### src/rtl/cv32e40p_fetch_aligner.sv
`default_nettype none
// ============================================================================
// Module      : cv32e40p_fetch_aligner
// Description : Turns the 32-bit word stream from the prefetch buffer into a
//               stream of aligned instructions with their PCs. A 16-bit
//               residue register carries the upper half of a word across
//               cycles so compressed and word-straddling instructions can be
//               presented whole.
//               Build macro FETCH_ALIGNER_RVC_EN enables compressed support;
//               without it every word is a 32-bit instruction.
// Revision    : 1.0 - initial release
// ============================================================================
module cv32e40p_fetch_aligner #(
    parameter logic [31:0] BOOT_ADDR = 32'h0000_0000
) (
    input  logic        clk,
    input  logic        rst_n,
    input  logic        fetch_valid_i,
    input  logic [31:0] fetch_rdata_i,
    output logic        fetch_ready_o,
    input  logic        if_ready_i,
    output logic        instr_valid_o,
    output logic [31:0] instr_aligned_o,
    output logic        instr_compressed_o,
    output logic [31:0] pc_o,
    input  logic        branch_i,
    input  logic [31:0] branch_addr_i
);

    logic [31:0] pc;
    logic [31:0] pc_next;

    assign pc_o = pc;

`ifdef FETCH_ALIGNER_RVC_EN
    typedef enum logic [1:0] {
        ALIGNED    = 2'd0,
        MISALIGNED = 2'd1,
        BRANCH_MIS = 2'd2
    } state_t;

    state_t      state;
    state_t      state_next;
    logic [15:0] residue;
    logic [15:0] residue_next;
    logic        unused_addr_bit;

    // Targets are halfword aligned, so bit 0 of the target carries no meaning.
    assign unused_addr_bit = branch_addr_i[0];

    // Output selection and next-state computation for the halfword aligner.
    always_comb begin
        instr_valid_o      = 1'b0;
        fetch_ready_o      = 1'b0;
        instr_aligned_o    = 32'h0;
        instr_compressed_o = 1'b0;
        pc_next            = pc;
        state_next         = state;
        residue_next       = residue;
        if (!rst_n) begin
            // Outputs stay quiet while in reset; registers load in always_ff.
            pc_next = pc;
        end else if (branch_i) begin
            pc_next      = {branch_addr_i[31:1], 1'b0};
            state_next   = branch_addr_i[1] ? BRANCH_MIS : ALIGNED;
            residue_next = 16'h0;
        end else begin
            case (state)
                ALIGNED: begin
                    instr_valid_o = fetch_valid_i;
                    if (fetch_rdata_i[1:0] == 2'b11) begin
                        instr_aligned_o = fetch_rdata_i;
                        if (fetch_valid_i && if_ready_i) begin
                            fetch_ready_o = 1'b1;
                            pc_next       = pc + 32'd4;
                        end
                    end else begin
                        instr_aligned_o    = {16'h0, fetch_rdata_i[15:0]};
                        instr_compressed_o = 1'b1;
                        if (fetch_valid_i && if_ready_i) begin
                            fetch_ready_o = 1'b1;
                            residue_next  = fetch_rdata_i[31:16];
                            pc_next       = pc + 32'd2;
                            state_next    = MISALIGNED;
                        end
                    end
                end
                MISALIGNED: begin
                    if (residue[1:0] != 2'b11) begin
                        // The residue alone is a full instruction; the word waits.
                        instr_valid_o      = 1'b1;
                        instr_aligned_o    = {16'h0, residue};
                        instr_compressed_o = 1'b1;
                        if (if_ready_i) begin
                            pc_next    = pc + 32'd2;
                            state_next = ALIGNED;
                        end
                    end else begin
                        instr_valid_o   = fetch_valid_i;
                        instr_aligned_o = {fetch_rdata_i[15:0], residue};
                        if (fetch_valid_i && if_ready_i) begin
                            fetch_ready_o = 1'b1;
                            residue_next  = fetch_rdata_i[31:16];
                            pc_next       = pc + 32'd4;
                        end
                    end
                end
                BRANCH_MIS: begin
                    // Drop the lower half of the target word: one bubble cycle.
                    fetch_ready_o = fetch_valid_i;
                    if (fetch_valid_i) begin
                        residue_next = fetch_rdata_i[31:16];
                        state_next   = MISALIGNED;
                    end
                end
                default: begin
                    state_next = ALIGNED;
                end
            endcase
        end
        if (!instr_valid_o) begin
            instr_aligned_o    = 32'h0;
            instr_compressed_o = 1'b0;
        end
    end

    // State, PC and residue registers with synchronous active-low reset.
    always_ff @(posedge clk) begin
        if (!rst_n) begin
            state   <= ALIGNED;
            pc      <= BOOT_ADDR;
            residue <= 16'h0;
        end else begin
            state   <= state_next;
            pc      <= pc_next;
            residue <= residue_next;
        end
    end
`else
    logic unused_addr_bits;

    // Without compressed support targets are word aligned.
    assign unused_addr_bits = ^branch_addr_i[1:0];

    // Every valid word is presented as one 32-bit instruction.
    always_comb begin
        instr_valid_o      = 1'b0;
        fetch_ready_o      = 1'b0;
        instr_aligned_o    = 32'h0;
        instr_compressed_o = 1'b0;
        pc_next            = pc;
        if (!rst_n) begin
            pc_next = pc;
        end else if (branch_i) begin
            pc_next = {branch_addr_i[31:2], 2'b00};
        end else begin
            instr_valid_o = fetch_valid_i;
            if (fetch_valid_i) begin
                instr_aligned_o = fetch_rdata_i;
                if (if_ready_i) begin
                    fetch_ready_o = 1'b1;
                    pc_next       = pc + 32'd4;
                end
            end
        end
    end

    // PC register with synchronous active-low reset.
    always_ff @(posedge clk) begin
        if (!rst_n) begin
            pc <= BOOT_ADDR;
        end else begin
            pc <= pc_next;
        end
    end
`endif

endmodule
`default_nettype wire

### config.mk
export PLATFORM = sky130hd
export DESIGN_NAME = cv32e40p_fetch_aligner
export DESIGN_NICKNAME = d
export VERILOG_FILES = /design/src/rtl/cv32e40p_fetch_aligner.sv
export SDC_FILE = /design/constraint.sdc
export NUM_CORES = 1
export LEC_CHECK = 0
export CAP_MARGIN = 20
export CORE_ASPECT_RATIO = 0.5
export CORE_UTILIZATION = 33
export DETAILED_ROUTE_END_ITERATION = 8
export GPL_TIMING_DRIVEN = 0
export PLACE_DENSITY = 0.77
export REMOVE_ABC_BUFFERS = 1
export SLEW_MARGIN = 10
export SYNTH_ARGS = -nofsm -noshare
export SYNTH_HDL_FRONTEND = slang
export SYNTH_SLANG_ARGS = --single-unit
### constraint.sdc
create_clock -name clk -period 1.7 [get_ports clk]
set_input_delay 0.34 -clock clk [delete_from_list [all_inputs] [get_ports clk]]
set_output_delay 0.34 -clock clk [all_outputs]
set_load 0.01 [all_outputs]
### After elaboration in Yosys (flattened, before gate mapping)

Index checks and enable logic that the tools add are counted.

* flip-flop bits (word level): 32
* input port bits: 69
* output and inout port bits: 67
* word-level logic and storage cells: 21

* add/sub/neg operators: 1
* muxes and demuxes: 12
* bitwise gates (word level): 1
* reductions and logical operators: 5

Operators with widths (number)
* $mux W32: 6
* $add A32 B3 Y32 const B: 1
* $mux W1: 6
* $reduce_and A2 Y1: 2
* $reduce_bool A2 Y1: 2
* $reduce_or A2 Y1: 1
* $not A1 Y1: 1

### Longest topological paths before layout

Gate-level depths: netlist (run 1).

* depth in word-level cells: 4
* gate-level depth with buffers: 7

### Worst setup path before layout (run 1)

No wires, ideal clock.

* path kind: flip-flop to flip-flop
* start point: register pc[2] (netlist: pc_o[2])
* end point: register pc[18] (netlist: pc_o[18])
* setup time: 0.074 ns
* arrival time: 1.840 ns
* slack: -0.214 ns
* stages on the path, launching flop included: 7
* clock period less this slack: 1.914 ns
* path through: dfxtp_1 ha_1 and3_1 buf_2 nand4_1 or4_2 a31oi_1

* word-level cells in the longest chain between the ends: 4

RTL lines
* start: declaration: line 30 `logic [31:0] pc;`
* start signal: assignment: line 173 `pc <= pc_next;`
* $add A32 B3 Y32: line 162 `pc_next = pc + 32'd4;`
* $mux W32: line 160 `if (if_ready_i) begin`
* $mux W32: line 158 `if (fetch_valid_i) begin`
* $mux W32: line 154 `end else if (branch_i) begin`

No other way between the ends. The select of a mux whose other input is x is not followed.
A chain may end at the register's enable or synchronous reset.

### Worst setup path in the final report (run 1)

* start point: register pc[9] (netlist: pc_o[9])
* end point: register pc[20] (netlist: pc_o[20])

The elaborated chain is that of the path after synthesis.

==> results of run 1 <==
metrics by stage:
step	cells	util, %
after CTS	505	65.0
after floorplan	249	-
after detailed placement	469	56.3
after global routing	512	65.8
final	512	65.8
after global placement	467	55.3
path summary, 6_finish.rpt:
check / start / end / slack, ps / depth (start not counted)
min reg2reg: pc_o[20]$_SDFFE_PN0P_ / pc_o[20]$_SDFFE_PN0P_ / 550 / 2
max reg2reg: pc_o[9]$_SDFFE_PN0P_ / pc_o[20]$_SDFFE_PN0P_ / -170 / 4
max: pc_o[9]$_SDFFE_PN0P_ / pc_o[20]$_SDFFE_PN0P_ / -170 / 4
min: rst_n / pc_o[12]$_SDFFE_PN0P_ / 350 / 3
per-layer routing:
layer | track usage [%] | part of all wire, % | wire [um] | vias up
met3 | 4.53 | 6.1 | 535 | 18
met5 | 0 | 0 | 0 | -
li1 | - | - | - | 1353
met1 | 33.2 | 42 | 3720 | 1373
met4 | 5.57 | 1.4 | 123 | 0
met2 | 41.9 | 50 | 4430 | 136
cells in the final DEF, fill, tap and decap left out, drive strengths merged, types with 4 or more instances in the layout:
| master | instances |
|---|---|
| clkdlybuf4s50 | 92 |
| and3 | 41 |
| buf | 37 |
| dfxtp | 30 |
| clkbuf | 28 |
| o21ai | 23 |
| nand3 | 21 |
| nand2 | 20 |
| or4 | 15 |
| nand4 | 12 |
| a31oi | 12 |
| clkdlybuf4s15 | 12 |
| o31ai | 10 |
| a21oi | 7 |
| xnor2 | 6 |
| o211a | 5 |
| or3 | 5 |
| nor2 | 4 |
| xor2 | 4 |
| and2 | 4 |
worst max-delay path: cells and delay by family (launching register included):
family,cells,cell delay [ps]
and+or+nand+nor,3,1240
DFF,1,350
AOI/OAI and AO/OA,1,190
what timing repair did:
action,CTS,global route
cloned,3,1
pin swaps,18,16
buffers inserted,25,6
setup endpoints to repair,65,52
resized for setup,134,53
area by class of cell:
type,instances,share of cell area (%)
Sequential cell,30,16.5
Timing Repair Buffer,165,39.4
Tap cell,88,2.74
Clock inverter,1,0.125
Multi-Input combinational cell,218,37.4
Inverter,3,0.280
Clock buffer,7,3.55
cell families (layout without fill, tap and decap cells):
| kind of cell | after synthesis | count (layout) |
|---|---|---|
| XOR/XNOR | 10 | 10 |
| other | 1 | 3 |
| flip-flops | 30 | 30 |
| buffers and inverters | 31 | 176 |
| multiplexers | 3 | 3 |
| AND/OR/NAND/NOR | 134 | 136 |
| AO/OA/AOI/OAI | 65 | 65 |
| adder cells (fa/ha/maj) | 1 | 1 |
where the power goes:
group | switching [uW] | total [uW] | internal (uW) | leakage [uW]
Combinational | 243 | 611 | 369 | 0.00133
Sequential | 75.2 | 828 | 753 | 0.000260
Clock | 326 | 907 | 580 | 0.0000739
Total | 644 | 2350 | 1700 | 0.00167
==> flow_metrics.py, run 1 <==
metrics = {
    "synth": {
        "synth-compound-area-share_pct": 19.9,
        "synth.most_common_cell": "and3_1",
        "synth_warnings": 0,
        "synthAdderAreaFrac_pct": 0.595,
        "ys.flop_type": "dfxtp_1",
        "synth_area_um2": 2100,
        "synthTopCellsByArea": "dfxtp_1 (29%), and3_1 (12%), o21ai_0 (5.5%)",
        "synthMuxAreaShare_pct": 1.43,
        "async_reset_ff_share_pct": 0,
        "synth_top_family_by_area": "simple AND/OR/NAND/NOR gates",
        "netlist_top_cells_count": "and3_1 (40), dfxtp_1 (30), o21ai_0 (23)",
        "netlist_instances": 275,
        "synth_edf_count": 0,
        "synth_simple_gate_area_share_pct": 37.8,
        "ys_seq_area_share_pct": 28.5,
        "synth_xor_area_share_pct": 4.16,
        "ys_ff_latch": 30,
        "yosysTopAreaCell": "dfxtp_1",
        "yosysTopAreaCellShare_pct": 28.5,
        "syn_area_per_cell_um2": 7.65,
        "synth_cell_types": 41,
    },
    "die": {
        "coreArea_um2": 6110,
        "die_h_um": 58.5,
        "initial_core_util_pct": 34.5,
        "io_pins": 136,
        "chipWidth_um": 115,
        "dieArea_um2": 6720,
        "rows": 20,
    },
    "sta": {
        "hold_viol": 0,
        "slew_headroom_pct": 55.1,
        "tightest_slew_ps": 673,
        "worst_clock_skew_ps": 5.99,
        "setup_slack_ps": -171,
        "fmax_ghz": 0.535,
        "finalSetupViolations": 7,
        "fin_crit_sh_pct": 110,
        "final-max-slew-violation-count": 0,
        "min_period_ps": 1870,
        "rsz0062_at_grt": "true",
        "holdWs_ps": 347,
        "tns_ps": -604,
    },
    "final_layout": {
        "fillers": 482,
        "drive_above_1_share_pct": 26.9,
        "antenna_cells": 0,
        "layout.nets": 493,
        "stdcell_area_um2": 4020,
        "seq_area_um2": 662,
        "multi_input_area_um2": 1500,
        "largest_register_ffs": 30,
        "area_delta_synth_final_pct": 90.8,
    },
    "global_routing": {
        "antenna_found_initial": 0,
        "first_global_vias": 2550,
        "track_usage_pct": 24.8,
        "grt_pass1_wl_um": 13100,
        "grt_start_max_net_pins": 38,
        "overflow": 0,
    },
    "pwr": {
        "finalPower_uw": 2350,
        "ir_drop_v": 0.000398,
        "powerDensity_nw_per_um2": 584,
        "p_leak_uw": 0.00167,
    },
    "worst_setup_path": {
        "max_stage_delay_ps": 590,
        "arrival_ps": 2070,
        "crit_chain": "nand3_4 > or4_4 > or4_4 > a31oi_1",
        "cp-start-kind": "flip-flop",
        "crit_slowest_cell": "or4_4",
        "path_class": "reg2reg",
        "crit_path_end_kind": "flip-flop",
        "cp_data_required_time_ps": 1890,
        "path_max_fanout": 7,
        "cpMostUsedCell": "or4_4",
    },
    "placement": {
        "dpl.hpwl_um": 5310,
        "postPlaceCellArea_um2": 3440,
        "place_congestion": 0.775,
        "port_buffers": 130,
        "place_ws_ps": -1700,
    },
    "route": {
        "ant_nets": 0,
        "detail_route.vias_per_cell": 5.63,
        "routed_wl_um": 8810,
        "drtPass1Iterations": 5,
        "dr_total_vias": 2880,
        "drcViolationCount": 0,
        "wl_per_cell_um": 17.2,
        "drt_iter0_drc": 177,
    },
    "run_status": {
        "violations": "negative setup slack",
        "status": "complete, but fails checks",
    },
    "job": {
        "maxCapViolations": 0,
    },
    "clock_tree": {
        "postCtsHoldBufs": 0,
        "cts_buffers": 5,
        "htreeDepth": 2,
        "cts_sinks": 30,
        "cts_tree": "built",
        "clock_path_buffers": 2,
        "clock-root-buffer": "clkbuf_16",
        "clk_latency_ps": 280,
        "clk_pin_slew_worst_paths_ps": 60,
    },
    "worst_hold_path": {
        "hp-class": "in2reg",
    },
}
Power figures use the tool's default switching activity.
==> inputs of run 2 (changes only) <==
--- a/config.mk
+++ b/config.mk
@@ -7,10 +7,12 @@
 export LEC_CHECK = 0
 export CAP_MARGIN = 20
 export CORE_ASPECT_RATIO = 0.5
-export CORE_UTILIZATION = 33
+export CORE_UTILIZATION = 43
+export CTS_BUF_LIST = sky130_fd_sc_hd__clkbuf_16
 export DETAILED_ROUTE_END_ITERATION = 8
+export DONT_BUFFER_PORTS = 1
 export GPL_TIMING_DRIVEN = 0
-export PLACE_DENSITY = 0.77
+export PLACE_DENSITY = 0.6
 export REMOVE_ABC_BUFFERS = 1
 export SLEW_MARGIN = 10
 export SYNTH_ARGS = -nofsm -noshare
==> run 2 against run 1 <==
Against the previous run: the run still ends with negative setup slack left; core utilization down 10 points; global-route usage up 1.1 points; combinational power down 68%; sequential share of layout area up 9.8 points; non-clock buffer count down 153; worst setup slack better by 110 ps; sequential power up 5.6%.
==> flow_metrics.py, run 2 (synthesis results as in run 1) <==
metrics = {
    "run_status": {
        "status": "complete, but fails checks",
        "violations": "negative setup slack",
    },
    "final_layout": {
        "antenna_cells": 0,
        "fillers": 437,
        "stdcell_area_um2": 2520,
        "area_delta_synth_final_pct": 19.9,
        "fin_util_pct": 55.4,
        "mostFrequentLayoutCell": "and3_1",
        "drive_above_1_share_pct": 26.5,
        "layout.nets": 341,
        "largest_register_ffs": 30,
        "layout_common_cells": "and3_1 (38), o21ai_0 (22), nand2_1 (19)",
    },
    "route": {
        "detail_route.vias_per_cell": 6.53,
        "routed_wl_um": 6730,
        "drcViolationCount": 0,
        "drtPass1Iterations": 4,
        "ant_nets": 0,
        "drt_iter0_drc": 176,
        "wl_per_cell_um": 19.9,
        "dr_total_vias": 2207,
    },
    "sta": {
        "slew_headroom_pct": 63.1,
        "finalSetupViolations": 9,
        "final-max-slew-violation-count": 0,
        "fmax_ghz": 0.567,
        "tightest_slew_ps": 552,
        "fin_crit_sh_pct": 104,
        "rsz0062_at_grt": "true",
        "hold_viol": 0,
        "setup_slack_ps": -64.7,
        "worst_clock_skew_ps": 4.20,
        "min_period_ps": 1760,
        "tns_ps": -424,
    },
    "die": {
        "chipWidth_um": 101,
        "rows": 17,
        "coreArea_um2": 4550,
        "initial_core_util_pct": 46.2,
        "die_h_um": 51.5,
        "io_pins": 136,
        "dieArea_um2": 5200,
    },
    "placement": {
        "place_congestion": 0.773,
        "port_buffers": 0,
        "postPlaceCellArea_um2": 2080,
        "dpl.hpwl_um": 4440,
    },
    "clock_tree": {
        "postCtsHoldBufs": 0,
        "clock-root-buffer": "clkbuf_16",
        "clk_latency_ps": 280,
        "htreeDepth": 2,
        "cts_buffers": 5,
        "cts_sinks": 30,
        "cts_tree": "built",
        "clk_pin_slew_worst_paths_ps": 50,
        "clock_path_buffers": 2,
    },
    "worst_setup_path": {
        "crit_chain": "nand3_4 > or4_4 > or4_4 > a31oi_1",
        "path_class": "reg2reg",
        "crit_slowest_cell": "or4_4",
        "crit_path_end_kind": "flip-flop",
        "worstRegToRegCells": 4,
        "reg2reg_from": "pc_o[15]$_SDFFE_PN0P_",
        "path_max_fanout": 7,
        "r2r_slack_ps": -60,
        "cpMostUsedCell": "or4_4",
        "max_stage_delay_ps": 570,
        "arrival_ps": 1970,
        "timing.rr.end": "pc_o[20]$_SDFFE_PN0P_",
        "cp-start-kind": "flip-flop",
        "cp_data_required_time_ps": 1900,
    },
    "pwr": {
        "powerDensity_nw_per_um2": 758,
        "ir_drop_v": 0.000455,
        "finalPower_uw": 1910,
        "p_leak_uw": 0.000982,
    },
    "global_routing": {
        "grt_pass1_wl_um": 10200,
        "antenna_found_initial": 0,
        "overflow": 0,
        "track_usage_pct": 25.8,
        "grt_start_max_net_pins": 42,
        "first_global_vias": 1984,
    },
    "worst_hold_path": {
        "min_path_cells": 1,
        "hold_path_startpoint": "branch_addr_i[2]",
        "hp-class": "in2reg",
        "hold_end": "pc_o[2]$_SDFFE_PN0P_",
    },
    "job": {
        "maxCapViolations": 0,
    },
}
[run 2: changes by cell type in the layout (fill, tap and decap cells not counted), moves of 4 or more]
cell	change
clkdlybuf4s50_1	-92
clkbuf_2	-19
buf_6	-6
buf_4	-14
dfxtp_1	-4
clkdlybuf4s15_1	-10
dfxtp_2	+6
[run 2: final cells by class]
cell class | count | area, um2 | share of cell area (%)
clock buffer | 5 | 125 | 4.96
multi-input combinational | 219 | 1520 | 60.2
clock inverter | 3 | 12.5 | 0.496
sequential | 30 | 662 | 26.2
inverter | 3 | 11.3 | 0.446
timing repair buffer | 12 | 110 | 4.37
tap | 66 | 82.6 | 3.27
[run 2: how the worst max path moves through the flow]
stage,start,end,cells after the start
after floorplan,pc_o[9]$_SDFFE_PN0P_,pc_o[27]$_SDFFE_PN0P_,4
after global placement,pc_o[2]$_SDFFE_PN0P_,pc_o[18]$_SDFFE_PN0P_,5
after detailed placement,pc_o[13]$_SDFFE_PN0P_,pc_o[22]$_SDFFE_PN0P_,4
after CTS,pc_o[14]$_SDFFE_PN0P_,pc_o[20]$_SDFFE_PN0P_,4
after global routing,pc_o[14]$_SDFFE_PN0P_,pc_o[20]$_SDFFE_PN0P_,4
final,pc_o[15]$_SDFFE_PN0P_,pc_o[20]$_SDFFE_PN0P_,4
[run 2: report_power, final]
group	internal [uW]	switching, uW	leakage (uW)
clock	528	316	0.0000724
sequential	757	118	0.000260
combinational	91.7	103	0.000649
[run 2: through the flow]
stage | hold WS, ps | cells | setup slack [ps]
3_5_place_dp | 474 | 316 | -557
6_report | 194 | 338 | -64.7
5_1_grt | 186 | 338 | -150
2_1_floorplan | 462 | 249 | -295
4_1_cts | 183 | 335 | -84.9
3_3_place_gp | 467 | 315 | -547
[run 2: repair_timing]
action,in CTS,in global routing
endpoints found under the setup margin,52,16
cloned,3,0
pin swaps,21,15
buffers inserted,8,3
gates resized for setup,56,13
[run 2: worst max-delay path, delay by kind of cell, from the launching register on]
kind | cells | cell delay [ps]
flip-flops | 1 | 400
AND/OR/NAND/NOR | 3 | 1170
AO/OA/AOI/OAI | 1 | 120
[run 2: per-layer routing]
metal | share of wire [%] | wire (um) | track usage (%) | up-vias
li1 | - | - | - | 1050
met1 | 41 | 2790 | 31.9 | 1065
met2 | 49 | 3280 | 43.6 | 83
met3 | 8.4 | 568 | 7.11 | 9
met4 | 1.3 | 90 | 9.42 | 0
met5 | 0 | 0 | 0 | -
==> inputs of run 3 (changes only) <==
--- a/config.mk
+++ b/config.mk
@@ -13,7 +13,6 @@
 export DONT_BUFFER_PORTS = 1
 export GPL_TIMING_DRIVEN = 0
 export PLACE_DENSITY = 0.6
-export REMOVE_ABC_BUFFERS = 1
 export SLEW_MARGIN = 10
 export SYNTH_ARGS = -nofsm -noshare
 export SYNTH_HDL_FRONTEND = slang
==> run 3 against run 2 <==
Against the previous run: the flow still finishes with violations (negative setup slack); fmax down 2.5%; worst setup slack worse by 44 ps; clock-buffer cell count unchanged.
==> flow_metrics.py, run 3 (synthesis results as in run 1) <==
metrics = {
    "run_status": {
        "status": "complete, but fails checks",
        "violations": "negative setup slack",
    },
    "sta": {
        "fmax_ghz": 0.553,
        "final-max-slew-violation-count": 0,
        "rsz0062_at_grt": "true",
        "slew_headroom_pct": 59.7,
        "setup_slack_ps": -109,
        "finalSetupViolations": 8,
        "min_period_ps": 1810,
        "tightest_slew_ps": 605,
        "worst_clock_skew_ps": 5.49,
        "fin_crit_sh_pct": 106,
        "hold_viol": 0,
    },
    "final_layout": {
        "antenna_cells": 0,
        "final_cells": 362,
        "drive_above_1_share_pct": 29.4,
        "largest_register_ffs": 30,
        "layout.nets": 365,
        "fin_util_pct": 58.8,
        "layout_common_cells": "and3_1 (39), o21ai_0 (23), nand2_1 (19), buf_4 (19)",
        "area_delta_synth_final_pct": 27.2,
        "mostFrequentLayoutCell": "and3_1",
    },
    "placement": {
        "port_buffers": 0,
        "place_congestion": 0.795,
        "dpl.hpwl_um": 5300,
        "dp.cells": 343,
    },
    "clock_tree": {
        "cts_tree": "built",
        "clock-root-buffer": "clkbuf_16",
        "cts_buffers": 5,
        "clock_path_buffers": 2,
        "postCtsHoldBufs": 0,
        "cts_sinks": 30,
        "clk_latency_ps": 280,
        "htreeDepth": 2,
        "clk_pin_slew_worst_paths_ps": 50,
    },
    "pwr": {
        "p_leak_uw": 0.00106,
        "ir_drop_v": 0.000375,
        "finalPower_uw": 2150,
        "powerDensity_nw_per_um2": 804,
    },
    "worst_setup_path": {
        "path_max_fanout": 6,
        "cp-start-kind": "flip-flop",
        "arrival_ps": 2010,
        "path_class": "reg2reg",
        "crit_path_end_kind": "flip-flop",
        "cp_data_required_time_ps": 1900,
    },
    "global_routing": {
        "gr-usage-met2_pct": 43.8,
        "grtUsageMet1_pct": 36.4,
        "antenna_found_initial": 0,
        "met3_usage_pct": 8.48,
        "overflow": 0,
        "first_global_vias": 2000,
        "track_usage_pct": 28.2,
        "top_usage_layer": "met2",
        "grt_start_max_net_pins": 11,
        "grt_pass1_wl_um": 10800,
    },
    "job": {
        "maxCapViolations": 0,
    },
    "die": {
        "dieArea_um2": 5200,
        "initial_core_util_pct": 46.2,
        "io_pins": 136,
        "die_h_um": 51.5,
        "rows": 17,
        "coreArea_um2": 4550,
        "chipWidth_um": 101,
    },
    "route": {
        "routed_wl_um": 7610,
        "dr_total_vias": 2343,
        "drcViolationCount": 0,
        "drtPass1Iterations": 4,
        "drt_iter0_drc": 128,
        "ant_nets": 0,
        "detail_route.vias_per_cell": 6.47,
        "wl_per_cell_um": 21.0,
    },
    "worst_hold_path": {
        "hp-class": "in2reg",
    },
}
==> run 3: changes by cell type in the layout (fill, tap and decap cells not counted), moves of 3 or more <==
cell / change
clkbuf_1: +9
dfxtp_4: +5
buf_4: +8
buf_2: +3
dfxtp_2: -5
clkbuf_2: +3
==> run 3: timing repair <==
item,4_1_cts,5_1_grt
setup buffers,13,2
resized for setup,30,18
endpoints found under the setup margin,51,17
cloned,1,0
pin swaps,18,9
==> run 3: layout make-up <==
cell class	count	area, um2
buffer	24	131
timing repair buffer	14	105
clock buffer	5	125
tap	66	82.6
sequential	30	674
multi-input combinational	217	1510
inverter	3	11.3
clock inverter	3	40.0
fill	450	1870
==> run 3: critical path, cell delays in order, from the launching register on <==
cell	delay, ps
dfxtp_4	400
nand3_4	90
or4_4	570
or4_1	480
a31oi_1	180
==> run 3: power breakdown <==
| part | internal [uW] | switching, uW | total [uW] |
|---|---|---|---|
| combinational | 108 | 149 | 257 |
| sequential | 753 | 120 | 873 |
| clock | 685 | 339 | 1020 |
| total | 1550 | 608 | 2150 |
==> run 3: through the flow <==
stage                     hold WS, ps  setup TNS, ps  area, um2  setup slack (ps)
final                             192           -412       2680              -109
after global routing              191          -1070       2680              -168
after CTS                         193           -478       2600              -102
after detailed placement          482         -12260       2250              -334
after global placement            478         -11050       2250              -335
after floorplan                   477           -824       2170              -104
==> run 3: path summary, 6_finish.rpt <==
path                    startpoint                     to  slack, ps  cells after the start
max           pc_o[9]$_SDFFE_PN0P_  pc_o[20]$_SDFFE_PN0P_       -110                      4
min               branch_addr_i[2]   pc_o[2]$_SDFFE_PN0P_        190                      1
max reg2reg   pc_o[9]$_SDFFE_PN0P_  pc_o[20]$_SDFFE_PN0P_       -110                      4
min reg2reg  pc_o[26]$_SDFFE_PN0P_  pc_o[26]$_SDFFE_PN0P_        550                      2
==> run 3: metal layers <==
layer	share of wire, %	vias up
li1	-	1093
met1	43	1097
met2	46	137
met3	8.9	16
met4	1.9	0
met5	0	-
